## src/rtl/gate_driver.sv

```systemverilog
// -----------------------------------------------------------------------------
// gate_driver
//
// Half-bridge gate command generator with dead-time insertion, a per-half-period
// watchdog and an optional overcurrent shutdown path.
//
// A burst runs while en_i is high. The phase reference in_i selects which gate
// is commanded: in_i=1 drives the high side (out_a_o) and in_i=0 drives the low
// side (out_b_o). Every gate turn-on is preceded by a dead interval of DT cycles
// with both gates low. A stop request never truncates the half-period in
// progress, so switch-off always happens at an in_i edge. The exception is a
// watchdog expiry, which switches off at once and latches fault_o.
//
// Build option:
//   GATE_DRIVER_OCD_EN  when defined, ocd_i passes through a 2-flop synchronizer.
//                       A synchronized high while busy latches fault_o and
//                       requests a stop. When undefined, ocd_i is ignored.
//
// Parameters:
//   CLK_MHZ       clock frequency in MHz
//   DEAD_TIME_NS  dead time before every turn-on; DT = CLK_MHZ*DEAD_TIME_NS/1000 (min 1)
//   MAX_HALF_US   longest allowed half-period;   WD = CLK_MHZ*MAX_HALF_US (min 1)
//
// Ports:
//   clk      in   single clock, all logic on posedge
//   rst      in   asynchronous active-high reset
//   en_i     in   interrupter enable, burst runs while high
//   in_i     in   phase reference from the gen/fb selector
//   ocd_i    in   overcurrent comparator, asynchronous to clk
//   out_a_o  out  high-side gate command, active-high, registered
//   out_b_o  out  low-side gate command, active-high, registered
//   busy_o   out  high in every state except IDLE, registered
//   fault_o  out  latched overcurrent / watchdog flag
// -----------------------------------------------------------------------------
module gate_driver #(
   parameter int CLK_MHZ      = 100,
   parameter int DEAD_TIME_NS = 50,
   parameter int MAX_HALF_US  = 10
) (
   input  logic clk,
   input  logic rst,
   input  logic en_i,
   input  logic in_i,
   input  logic ocd_i,
   output logic out_a_o,
   output logic out_b_o,
   output logic busy_o,
   output logic fault_o
);

   // ---------------------------------------------------------------------------
   // Derived timing constants
   // ---------------------------------------------------------------------------
   localparam int DT_RAW = (CLK_MHZ * DEAD_TIME_NS) / 1000;
   localparam int DT     = (DT_RAW < 1) ? 1 : DT_RAW;
   localparam int WD_RAW = CLK_MHZ * MAX_HALF_US;
   localparam int WD     = (WD_RAW < 1) ? 1 : WD_RAW;

   // Each counter counts down from (N-1) to 0, so it needs clog2(N) bits.
   localparam int DT_W = (DT > 1) ? $clog2(DT) : 1;
   localparam int WD_W = (WD > 1) ? $clog2(WD) : 1;

   localparam logic [DT_W-1:0] DT_LOAD = DT_W'(DT - 1);
   localparam logic [WD_W-1:0] WD_LOAD = WD_W'(WD - 1);

   typedef enum logic [2:0] {
      IDLE    = 3'd0,
      DEAD_A  = 3'd1,
      DRIVE_A = 3'd2,
      DEAD_B  = 3'd3,
      DRIVE_B = 3'd4,
      STOP    = 3'd5
   } state_t;

   state_t            state_q, state_d;
   logic [DT_W-1:0]   dead_q,  dead_d;   // shared by DEAD_x and STOP
   logic [WD_W-1:0]   wd_q,    wd_d;
   logic              stop_q,  stop_d;
   logic              fault_q, fault_d;
   logic              out_a_q, out_b_q, busy_q;

   logic              ocd_evt;           // synchronized overcurrent level
   logic              busy_now;
   logic              stop_set;
   logic              stop_any;

   // ---------------------------------------------------------------------------
   // Overcurrent input conditioning
   // ---------------------------------------------------------------------------
`ifdef GATE_DRIVER_OCD_EN
   logic ocd_s1_q, ocd_s2_q;

   // ocd_i has no timing relationship to clk; two flops bring it into the
   // clock domain before any decision depends on it.
   always_ff @(posedge clk or posedge rst) begin
      if (rst) begin
         ocd_s1_q <= 1'b0;
         ocd_s2_q <= 1'b0;
      end else begin
         ocd_s1_q <= ocd_i;
         ocd_s2_q <= ocd_s1_q;
      end
   end

   assign ocd_evt = ocd_s2_q;
`else
   logic unused_ocd;
   assign unused_ocd = ocd_i;
   assign ocd_evt    = 1'b0;
`endif

   // ---------------------------------------------------------------------------
   // Stop request sources
   // ---------------------------------------------------------------------------
   assign busy_now = (state_q != IDLE);
   assign stop_set = busy_now & (~en_i | ocd_evt);
   // A request raised in the same cycle as an in_i edge still takes effect.
   assign stop_any = stop_q | stop_set;

   // ---------------------------------------------------------------------------
   // Next-state logic
   // ---------------------------------------------------------------------------
   always_comb begin
      // NOTE: every signal written here gets a default first, so that no path
      // leaves it unassigned and no latch is inferred.
      state_d = state_q;
      dead_d  = dead_q;
      wd_d    = wd_q;
      stop_d  = stop_q | stop_set;
      fault_d = fault_q;

      if (busy_now && ocd_evt) begin
         fault_d = 1'b1;
      end

      case (state_q)
         IDLE: begin
            if (!en_i) begin
               // The only place where a latched fault can be acknowledged.
               fault_d = 1'b0;
            end else if (!fault_q) begin
               state_d = in_i ? DEAD_A : DEAD_B;
               dead_d  = DT_LOAD;
            end
         end

         DEAD_A: begin
            if (!in_i) begin
               // The phase reversed before the gate came on: the dead
               // interval restarts on the other side.
               state_d = DEAD_B;
               dead_d  = DT_LOAD;
            end else if (dead_q == '0) begin
               state_d = DRIVE_A;
               wd_d    = WD_LOAD;
            end else begin
               dead_d  = dead_q - DT_W'(1);
            end
         end

         DEAD_B: begin
            if (in_i) begin
               state_d = DEAD_A;
               dead_d  = DT_LOAD;
            end else if (dead_q == '0) begin
               state_d = DRIVE_B;
               wd_d    = WD_LOAD;
            end else begin
               dead_d  = dead_q - DT_W'(1);
            end
         end

         DRIVE_A: begin
            // A watchdog expiry overrides a coincident phase edge.
            if (wd_q == '0) begin
               state_d = STOP;
               dead_d  = DT_LOAD;
               fault_d = 1'b1;
            end else if (!in_i) begin
               state_d = stop_any ? STOP : DEAD_B;
               dead_d  = DT_LOAD;
            end else begin
               wd_d    = wd_q - WD_W'(1);
            end
         end

         DRIVE_B: begin
            if (wd_q == '0) begin
               state_d = STOP;
               dead_d  = DT_LOAD;
               fault_d = 1'b1;
            end else if (in_i) begin
               state_d = stop_any ? STOP : DEAD_A;
               dead_d  = DT_LOAD;
            end else begin
               wd_d    = wd_q - WD_W'(1);
            end
         end

         STOP: begin
            if (dead_q == '0) begin
               state_d = IDLE;
               stop_d  = 1'b0;
            end else begin
               dead_d  = dead_q - DT_W'(1);
            end
         end

         default: begin
            state_d = IDLE;
         end
      endcase
   end

   // ---------------------------------------------------------------------------
   // State and output registers
   // ---------------------------------------------------------------------------
   // The outputs are decoded from the next state and then registered. The
   // result matches the current state exactly and has no decode glitches at
   // the gate driver pins.
   always_ff @(posedge clk or posedge rst) begin
      if (rst) begin
         state_q <= IDLE;
         dead_q  <= '0;
         wd_q    <= '0;
         stop_q  <= 1'b0;
         fault_q <= 1'b0;
         out_a_q <= 1'b0;
         out_b_q <= 1'b0;
         busy_q  <= 1'b0;
      end else begin
         // NOTE: non-blocking assignments make every register here sample the
         // pre-edge values, independent of statement order.
         state_q <= state_d;
         dead_q  <= dead_d;
         wd_q    <= wd_d;
         stop_q  <= stop_d;
         fault_q <= fault_d;
         out_a_q <= (state_d == DRIVE_A);
         out_b_q <= (state_d == DRIVE_B);
         busy_q  <= (state_d != IDLE);
      end
   end

   assign out_a_o = out_a_q;
   assign out_b_o = out_b_q;
   assign busy_o  = busy_q;
   assign fault_o = fault_q;

endmodule

```

## config.mk

```make
export PLATFORM = sky130hd
export DESIGN_NAME = gate_driver
export DESIGN_NICKNAME = d
export VERILOG_FILES = /design/src/rtl/gate_driver.sv
export SDC_FILE = /design/constraint.sdc
export NUM_CORES = 1
export LEC_CHECK = 0
export ABC_AREA = 1
export CORE_MARGIN = 3
export CORE_UTILIZATION = 30
export DETAILED_ROUTE_END_ITERATION = 16
export PLACE_DENSITY = 0.55
export SLEW_MARGIN = 15
export SYNTH_ARGS = -nofsm -noshare
export SYNTH_HDL_FRONTEND = slang
export SYNTH_SLANG_ARGS = --single-unit
```

## constraint.sdc

```tcl
create_clock -name clk -period 3.3 [get_ports clk]
set_clock_uncertainty 0.2 [all_clocks]
set_input_delay 0.495 -clock clk [delete_from_list [all_inputs] [get_ports clk]]
set_output_delay 0.495 -clock clk [all_outputs]
set_load 0.01 [all_outputs]
```

==> impl_metrics.tcl <==
set metrics [dict create \
    outcome "finished, final reports clean" \
    cp_top_family "buffers and inverters" \
    setup_viol 0 \
    synth.distinct_cells 24 \
    htreeDepth 1 \
    yosys.cell_count.top_type "nand2_1" \
    fp.dieH_um 73.5 \
    final_layout_size_suffix_gt1_share_pct 7.32 \
    synth_top_cell_by_area "dfrtp_1" \
    fin_area_um2 1530 \
    vdd_drop_max_mv 0.305 \
    synth_top_family_by_area "simple AND/OR/NAND/NOR gates" \
    hold_viol_final 0 \
    grt_max_degree 22 \
    worstPathArrival_ns 2.13 \
    ys_seq_area_share_pct 38.5 \
    ctsResizeCount 0 \
    drt-total-wl_um 2810 \
    dp_hpwl_um 2080 \
    hold_class "reg -> reg" \
    required_ns 3.30 \
    diodes 0 \
    hold_end "dead_q[0]" \
    fp.dieW_um 73.5 \
    ys_warn_count 0 \
    maxSlewHeadroom_pct 45.6 \
    r2r_end "wd_q[2]" \
    cap_violations 0 \
    syn_avg_cell_area_um2 6.97 \
    dr.first_iter.drc_count 46 \
    path_class "in -> reg" \
    totalPowerFinal_mw 1.40 \
    gp_congestion 0.816 \
    min_period_ns 2.13 \
    synth_area_um2 1370 \
    power.density_nw_per_um2 919 \
    ant_nets 0 \
    placedCellCount 251 \
    synth_top_area_share_pct 38.5 \
    cts_max_path_buffers 2 \
    netlist_instances 196 \
    crit_chain "clkdlybuf4s50_1, inv_1, nand3_1, nand2_1, nand3_2, inv_2, o21ai_0, nand2_1" \
    setup_tns_ns 0 \
    ys.flop_type "dfrtp_1" \
    grt_pass1_wl_um 4820 \
    antenna_found_initial 0 \
    layout.nets 214 \
    cts_tree "yes" \
    ctsHoldBuffers 0 \
    dieArea_um2 5400 \
    synth_compound_area_share_pct 7.97 \
    synth.area.top_cells "dfrtp_1 (38%), nand2_1 (14%), nor2_1 (7.7%)" \
    clock_latency_ns 0.26 \
    drt_first_pass_iters 4 \
    cp_slowest_cell "clkdlybuf4s50_1" \
    netlist_top_cells_count "nand2_1 (52), nor2_1 (28), inv_1 (27), dfrtp_1 (21), nand3_1 (17)" \
    reg2reg_from "dead_q[0]" \
    grt_pass1_vias 1022 \
    cts_post_setup_buffers_inserted 0 \
    synth-seq-cells 21 \
    syn_to_final_growth_pct 11.8 \
    path_depth 8 \
    reg2regPathDepth 10 \
    initial_core_util_pct 32.5 \
    wl_per_cell_um 11.0 \
    timing.hold.ws_ns 0.283 \
    worst_pin_slew_ns 0.815 \
    num_rows 23 \
    crit_path_max_incr_delay_ns 0.56 \
    holdCritStartpoint "dead_q[0]" \
    worst-path-buf-inv 3 \
    crit_path_start_kind "input pin" \
    crit_top_cell "nand2_1" \
    clock_sinks 21 \
    vias 1170 \
    crit_path_end_kind "flop" \
    clk_pin_slew_ns 0.08 \
    synth-edff-count 0 \
    ioPinCount 9 \
    grtUsageTotal_pct 11.6 \
    critPathMaxFanout 13 \
    synth-simple-area-share_pct 36.1 \
    reg2reg_slack_ns 1.19 \
    syn_nets 204 \
    period_share_pct 64.5 \
    timing.fmax_mhz 470 \
    root_buffer "clkbuf_8" \
    drc 0 \
    finalMaxSlewViolations 0 \
    hold_depth 2 \
    core_area_um2 4200 \
    viasPerCell 4.59 \
    dpl_cell_area_um2 1480 \
    synthXorXnorAreaFrac_pct 5.13 \
    synth.area.mux_share_pct 0 \
    synthAdderAreaFrac_pct 2.75 \
    cts_made_buffers 3 \
    grt_overflow 0 \
    total_leakage_power_nw 0.809 \
    fin_cells 255 \
    async_reset_ff_share_pct 100 \
    rsz0062_at_grt "false" \
    port_buffers 7 \
]
==> worst max-delay path by stage <==
stage	startpoint	to
3_3_place_gp	in_i	wd_q[2]
3_5_place_dp	in_i	wd_q[2]
4_1_cts	in_i	wd_q[2]
2_1_floorplan	dead_q[0]	wd_q[5]
5_1_grt	dead_q[0]	wd_q[2]
6_report	in_i	wd_q[2]
==> layout make-up <==
type                            count  area (µm²)
Clock buffer                        4        45.0
Fill cell                         459        2670
Inverter                           30         115
Multi-Input combinational cell    143         709
Sequential cell                    21         526
Tap cell                           50        62.6
Timing Repair Buffer                7        70.1
==> per-layer routing <==
metal	up-vias	global-route usage (%)	share of wire, %
met4	0	4.83	1.6
met5	-	0	0
met2	21	15.4	39
met3	4	2.60	4.2
met1	514	17.9	55
li1	631	-	-
==> where the power goes <==
part           switching [mW]  internal [mW]
Sequential              0.104          0.373
Clock                  0.0886         0.0862
Combinational           0.477          0.275
Total                   0.670          0.734
==> logic make-up (layout without fill, tap and decap cells) <==
kind of cell | Yosys count | count (layout)
flip-flops | 21 | 21
AND/OR/NAND/NOR | 113 | 113
AO/OA/AOI/OAI | 19 | 19
adder cells (fa/ha/maj) | 3 | 3
buffers and inverters | 32 | 41
XOR/XNOR | 8 | 8
==> cell usage in the layout (no fill, tap or decap), drive strengths merged <==
cell and count:
inv 30, nand3 20, dfrtp 21, o21ai 14, nor2 29, clkdlybuf4s50 7, a21boi 1, nand4 2
xor2 8, nand2 55, clkbuf 4, a21oi 2, a31oi 1, ha 3, nor3 7, o31ai 1
==> sequential cells by signal (all words and copies together) (netlist names) <==
name	flops
out_a_o	1
busy_o	1
out_b_o	1
dead_q	3
wd_q	10
state_q	3
stop_q	1
fault_o	1
==> metrics by stage <==
stage          util, %  worst slack [ns]
2_1_floorplan        -              1.58
3_5_place_dp      35.3             0.880
6_report          36.4              1.17
4_1_cts           36.4              1.16
3_3_place_gp      35.3             0.879
5_1_grt           36.4             0.931
==> worst register-to-register path, delay by kind of cell (launching register included) <==
family,cells,cell delay [ns]
and+or+nand+nor,5,0.71
adders and majority gates,1,0.15
AOI/OAI and AO/OA,1,0.10
buffers and inverters,3,0.51
DFF,1,0.38
No activity file was read; power rests on OpenSTA's default activity.
==> variant 1 (same settings) <==
`wd_q` no longer has a reset.
--- a/src/rtl/gate_driver.sv
+++ b/src/rtl/gate_driver.sv
@@ -223,5 +223,4 @@
          state_q <= IDLE;
          dead_q  <= '0;
-         wd_q    <= '0;
          stop_q  <= 1'b0;
          fault_q <= 1'b0;
@@ -234,5 +233,4 @@
          state_q <= state_d;
          dead_q  <= dead_d;
-         wd_q    <= wd_d;
          stop_q  <= stop_d;
          fault_q <= fault_d;
@@ -243,4 +241,8 @@
    end
 
+   always_ff @(posedge clk) begin
+      wd_q <= wd_d;
+   end
+
    assign out_a_o = out_a_q;
    assign out_b_o = out_b_q;
Function: no difference found for any inputs over 10 cycles, from zero or initial values and one cycle with rst high; that may be too few to reach the edited logic, so the function may still have changed.
==> variant 1 against the original RTL <==
- power is 18% lower
- area after synthesis increased by 0.73%
- sequential cell count stayed put
- cell area rose by 1.3%
- core utilization is 1.1 points lower
- wire length shrank 6.9%
- worst setup slack improved by 0.014 ns
- synthesized cell count down 6.1%
- largest power group unchanged
- fmax rose by 0.66%
==> variant 1: results (changes against the original RTL) <==
Leakage=0.000709 uW (-12%); Inserted Clock Buffers=3 (unchanged); Yosys cell types=24 (unchanged); hold_sp=dead_q[1]$_DFFE_PP0P_; fraction of layout instances using a drive strength above 1=16.5% (+9.2 points); drt first-iter violations=73 (+59%); reg-to-reg critical path startpoint=dead_q[0]$_DFFE_PP0P_; status=complete, no violations; initial antenna violation count=0 (unchanged); Worst-Skew Late Latency=between 0.2 and 0.3 ns; PortBufs=7 (unchanged); crit path from=in_i; slowest cell on the critical path=clkdlybuf4s50_1; DPL Wire Length=1970 um (-5.2%); number of global-route vias before repair=995 (-2.6%); Final Hold Vio Count=0 (unchanged); Critical Path AT=1.89 ns (-0.24 ns); share of async-settable or async-resettable flops after synthesis=52.4% (-48 points); Pre-Repair DR Iteration Count=4 (unchanged); largest net degree at the start of global routing=12 (-45%); met2 usage=15.5% (+0.098 points); first-pass GRT wire length=4510 um (-6.3%); nets@finish=203 (-5.1%); top flop regs=wd_q (10), dead_q (3), state_q (3); hold depth=2 (unchanged); worst slew pin tran=0.440 ns (-0.375 ns); VDD IR max=0.252 mV (-17%); Post-Syn Nets=192 (-5.9%); CTS max path bufs=2 (unchanged); met3 track demand over resource=1.37% (-1.2 points); cts repair resizes=0 (unchanged); Synth warnings=0 (unchanged); flop2flop setup slack=1.28 ns (+0.09 ns); clock slew at reported path FFs=0.08 ns (about the same); Post-synth EDFFs=10 (+10); delay-heaviest family, CP=buffers and inverters; clock root buffer=clkbuf_8; wire length on met3=103 um (-12%); H-tree lvl count=1 (unchanged); synth top area cells=edfxtp_1 (22%), dfrtp_1 (20%), nand2_1 (13%); Avg WL per Cell=10.6 um (-3.5%); end of the critical path=wd_q[1]$_SDFFCE_PN1P_; met2 WL post-DR=1110 um (+1.0%); Seq/Total Area, Yosys=41.8% (+3.4 points); gpl congestion=0.861 (+5.5%); Top FF cell, synth=dfrtp_1; GR Util met1=15.6% (-2.3 points); Critical Path Fanout Max=10 (-3); GRT Total Usage=10.6% (-0.99 points); Worst Hold End=dead_q[1]$_DFFE_PP0P_; via count=1120 (-4.3%); Worst Reg-to-Reg Cells=7 (-3); top layer in use=met4; Met1 Routed Length=1350 um (-13%); Setup Buffers After CTS=0 (unchanged); top cells by count, synth=nand2_1 (47), inv_1 (26), nor2_1 (22), dfrtp_1 (11), nand3_1 (11); Slowest Stage Delay on Critical Path=0.63 ns (+0.07 ns); Hold Path Class=reg2reg
## variant 1: cell types whose count changed after synthesis, moves of 3 or more
cell | before | now
edfxtp_1 | 0 | 10
nor2_2 | 1 | 6
dfrtp_1 | 21 | 11
nor3_1 | 7 | 3
nor2_1 | 28 | 22
nand3_2 | 3 | 6
nand2_2 | 2 | 10
a21oi_1 | 2 | 5
nand3_1 | 17 | 11
nand2_1 | 52 | 47
xor2_1 | 8 | 0
## variant 1: power breakdown
part           leakage (uW)  total, uW  switching, uW  internal [uW]
clock network     0.0000228        174           88.2           86.2
logic              0.000485        563            361            202
registers          0.000202        411           57.1            354
total              0.000709       1150            506            643
## variant 1: metrics by stage
| step | hold WS (ns) | setup WS (ns) | cells | cell area [um^2] | utilization (%) |
|---|---|---|---|---|---|
| 2_1_floorplan | 0.147 | 1.19 | 184 | 1380 | - |
| 3_3_place_gp | 0.285 | 0.907 | 242 | 1500 | 34.3 |
| 3_5_place_dp | 0.291 | 0.914 | 242 | 1500 | 34.3 |
| 4_1_cts | 0.310 | 1.19 | 246 | 1550 | 35.3 |
| 5_1_grt | 0.328 | 1.04 | 246 | 1550 | 35.3 |
| 6_report | 0.306 | 1.19 | 246 | 1550 | 35.3 |
## variant 1: cell families (layout without fill, tap and decap cells)
group / after synthesis / count (layout) / share of synthesized area [%]
XOR/XNOR: 1 / 1 / 0.636
buffers and inverters: 30 / 40 / 8.82
AO/OA/AOI/OAI: 20 / 20 / 7.91
flip-flops: 21 / 21 / 41.8
AND/OR/NAND/NOR: 109 / 109 / 38.1
adder cells (fa/ha/maj): 3 / 3 / 2.73
## variant 1: area by class of cell
type,count,area (um^2)
clock buffers,4,45.0
flip-flops and latches,21,576
repair buffers,8,77.6
well taps,52,65.1
inverters,28,105
multi-input cells,133,679
fillers,459,2840
==> variant 2 (same flow settings) <==
Made on the original files. `DEAD_TIME_NS`: 50 -> 100.
--- a/src/rtl/gate_driver.sv
+++ b/src/rtl/gate_driver.sv
@@ -35,5 +35,5 @@
 module gate_driver #(
    parameter int CLK_MHZ      = 100,
-   parameter int DEAD_TIME_NS = 50,
+   parameter int DEAD_TIME_NS = 100,
    parameter int MAX_HALF_US  = 10
 ) (
Behaviour: not the same (a bounded check fails within 10 cycles, from zero or initial values and one cycle with rst high).
==> variant 2 against the original RTL <==
- first-iteration DRC count increased by 8.7%
- cell area increased by 6.3%
- wire length increased by 0.82%
- sequential cell count increased by 1
- worst setup slack got worse by 0.16 ns
- area after synthesis increased by 6.1%
- sequential power decreased by 3%
- synthesized cell count increased by 6.1%
- sequential share of layout area decreased by 0.50 points
- die area increased by 5.6%
- power decreased by 4.6%
- critical endpoint is now wd_q[3]$_DFFE_PP0P_
- largest cell class unchanged
- highest routed layer unchanged
==> variant 2: results (changes against the original RTL) <==
status=complete, no violations; reg-to-reg critical path startpoint=wd_q[0]$_DFFE_PP0P_; first-pass GRT wire length=5050 um (+4.9%); Worst Reg-to-Reg Cells=9 (-1); Slowest Stage Delay on Critical Path=0.65 ns (+0.09 ns); worst slew pin tran=0.844 ns (+0.0289 ns); Post-Syn Nets=215 (+5.4%); Seq/Total Area, Yosys=38.0% (-0.50 points); synthesized netlist cell count=208 (+6.1%); crit path from=in_i; Top FF cell, synth=dfrtp_1; clock root buffer=clkbuf_8; Placed Cells incl. Taps=265 (+5.6%); VDD IR max=0.339 mV (+11%); adder-cell share of the synthesized area=1.73% (-1.0 points); gpl congestion=0.846 (+3.7%); Avg WL per Cell=10.5 um (-4.4%); DP Worst Slack=0.748 ns (-0.132 ns); number of global-route vias before repair=1154 (+13%); DPL Wire Length=2170 um (+4.1%); drt first-iter violations=50 (+8.7%); total wire length=2830 um (+0.82%); top flop regs=wd_q (10), dead_q (4), state_q (3); synth top area cells=dfrtp_1 (38%), nand2_1 (17%), nor2_1 (7.2%); DR vias/cell=4.65 (+1.3%); flop2flop setup slack=1.21 ns (+0.02 ns); top cells by count, synth=nand2_1 (66), nor2_1 (28), inv_1 (26), dfrtp_1 (22), nand3_1 (13); Critical Path Fanout Max=17 (+4); min Tclk post-route=2.29 ns (+0.158 ns); Net Sw Frac=44.3% (-3.5 points); Compound-Gate Fraction of Synth Area=11.4% (+3.4 points); delay-heaviest family, CP=buffers and inverters; Yosys cell types=29 (+21%); Critical Path AT=2.29 ns (+0.16 ns); GRT Total Usage=11.5% (-0.18 points); fraction of layout instances using a drive strength above 1=11.5% (+4.2 points); largest net degree at the start of global routing=23 (+4.5%); Fillers=481 (+4.8%); nets@finish=225 (+5.1%); CTS max path bufs=2 (unchanged); post-synthesis xor/xnor area fraction=3.02% (-2.1 points)
variant 2: changes by cell type after synthesis, sizes merged, moves of 2 or more:
cell,unedited run,this run
xor2,8,3
nor3,7,2
nand2,55,68
nand3,20,17
o21ai,14,16
xnor2,0,2
nor3b,0,2
variant 2: power groups by stage:
stage	registers [uW]	logic (uW)	clock network (uW)
6_report	465	676	198
5_1_grt	483	788	218
4_1_cts	465	685	209
3_5_place_dp	470	682	0
3_3_place_gp	471	676	0
2_1_floorplan	455	557	0
variant 2: kinds of logic (layout without fill, tap and decap cells):
kind of cell / after synthesis / after routing
buf+inv: 32 / 41
fa+ha+maj: 2 / 2
simple gates: 123 / 123
flops: 22 / 22
xor+xnor: 5 / 5
compound gates: 24 / 24
variant 2: path summary, 6_finish.rpt:
| path | to |
|---|---|
| setup reg to reg | wd_q[9]$_DFFE_PP0P_ |
| hold reg to reg | dead_q[0]$_DFFE_PP0P_ |
| max in group asynchronous | dead_q[0]$_DFFE_PP0P_ |
| setup / recovery | wd_q[3]$_DFFE_PP0P_ |
| min in group asynchronous | dead_q[2]$_DFFE_PP0P_ |
| hold / removal | dead_q[0]$_DFFE_PP0P_ |
variant 2: worst reg2reg max path: stages (launching register included):
cell and delay, ns:
dfrtp_1 0.41, inv_1 0.12, ha_1 0.22, nand2_1 0.11, nor2_2 0.19, nand3_2 0.13
nand3_2 0.33, inv_1 0.15, nand2_1 0.09, nand2_1 0.05
variant 2: layout make-up:
type,instances,area share [%]
Clock buffer,4,3.39
Inverter,30,7.09
Multi-Input combinational cell,154,47.3
Timing Repair Buffer,7,4.31
Sequential cell,22,33.9
Tap cell,52,4.01
variant 2: layer usage:
metal / up-vias / share of wire [%] / global-route usage, %
met1: 564 / 53 / 15.7
met3: 5 / 1.9 / 1.85
met4: 0 / 1.7 / 4.66
met2: 8 / 43 / 17.9
met5: - / 0 / 0
li1: 673 / - / -
variant 2: stage by stage:
step | hold slack, ns | total power [uW] | area [um^2]
detailed placement | 0.295 | 1150 | 1570
CTS | 0.314 | 1360 | 1620
global route | 0.328 | 1490 | 1620
global placement | 0.292 | 1150 | 1570
floorplan | 0.258 | 1010 | 1450
finish | 0.302 | 1340 | 1620
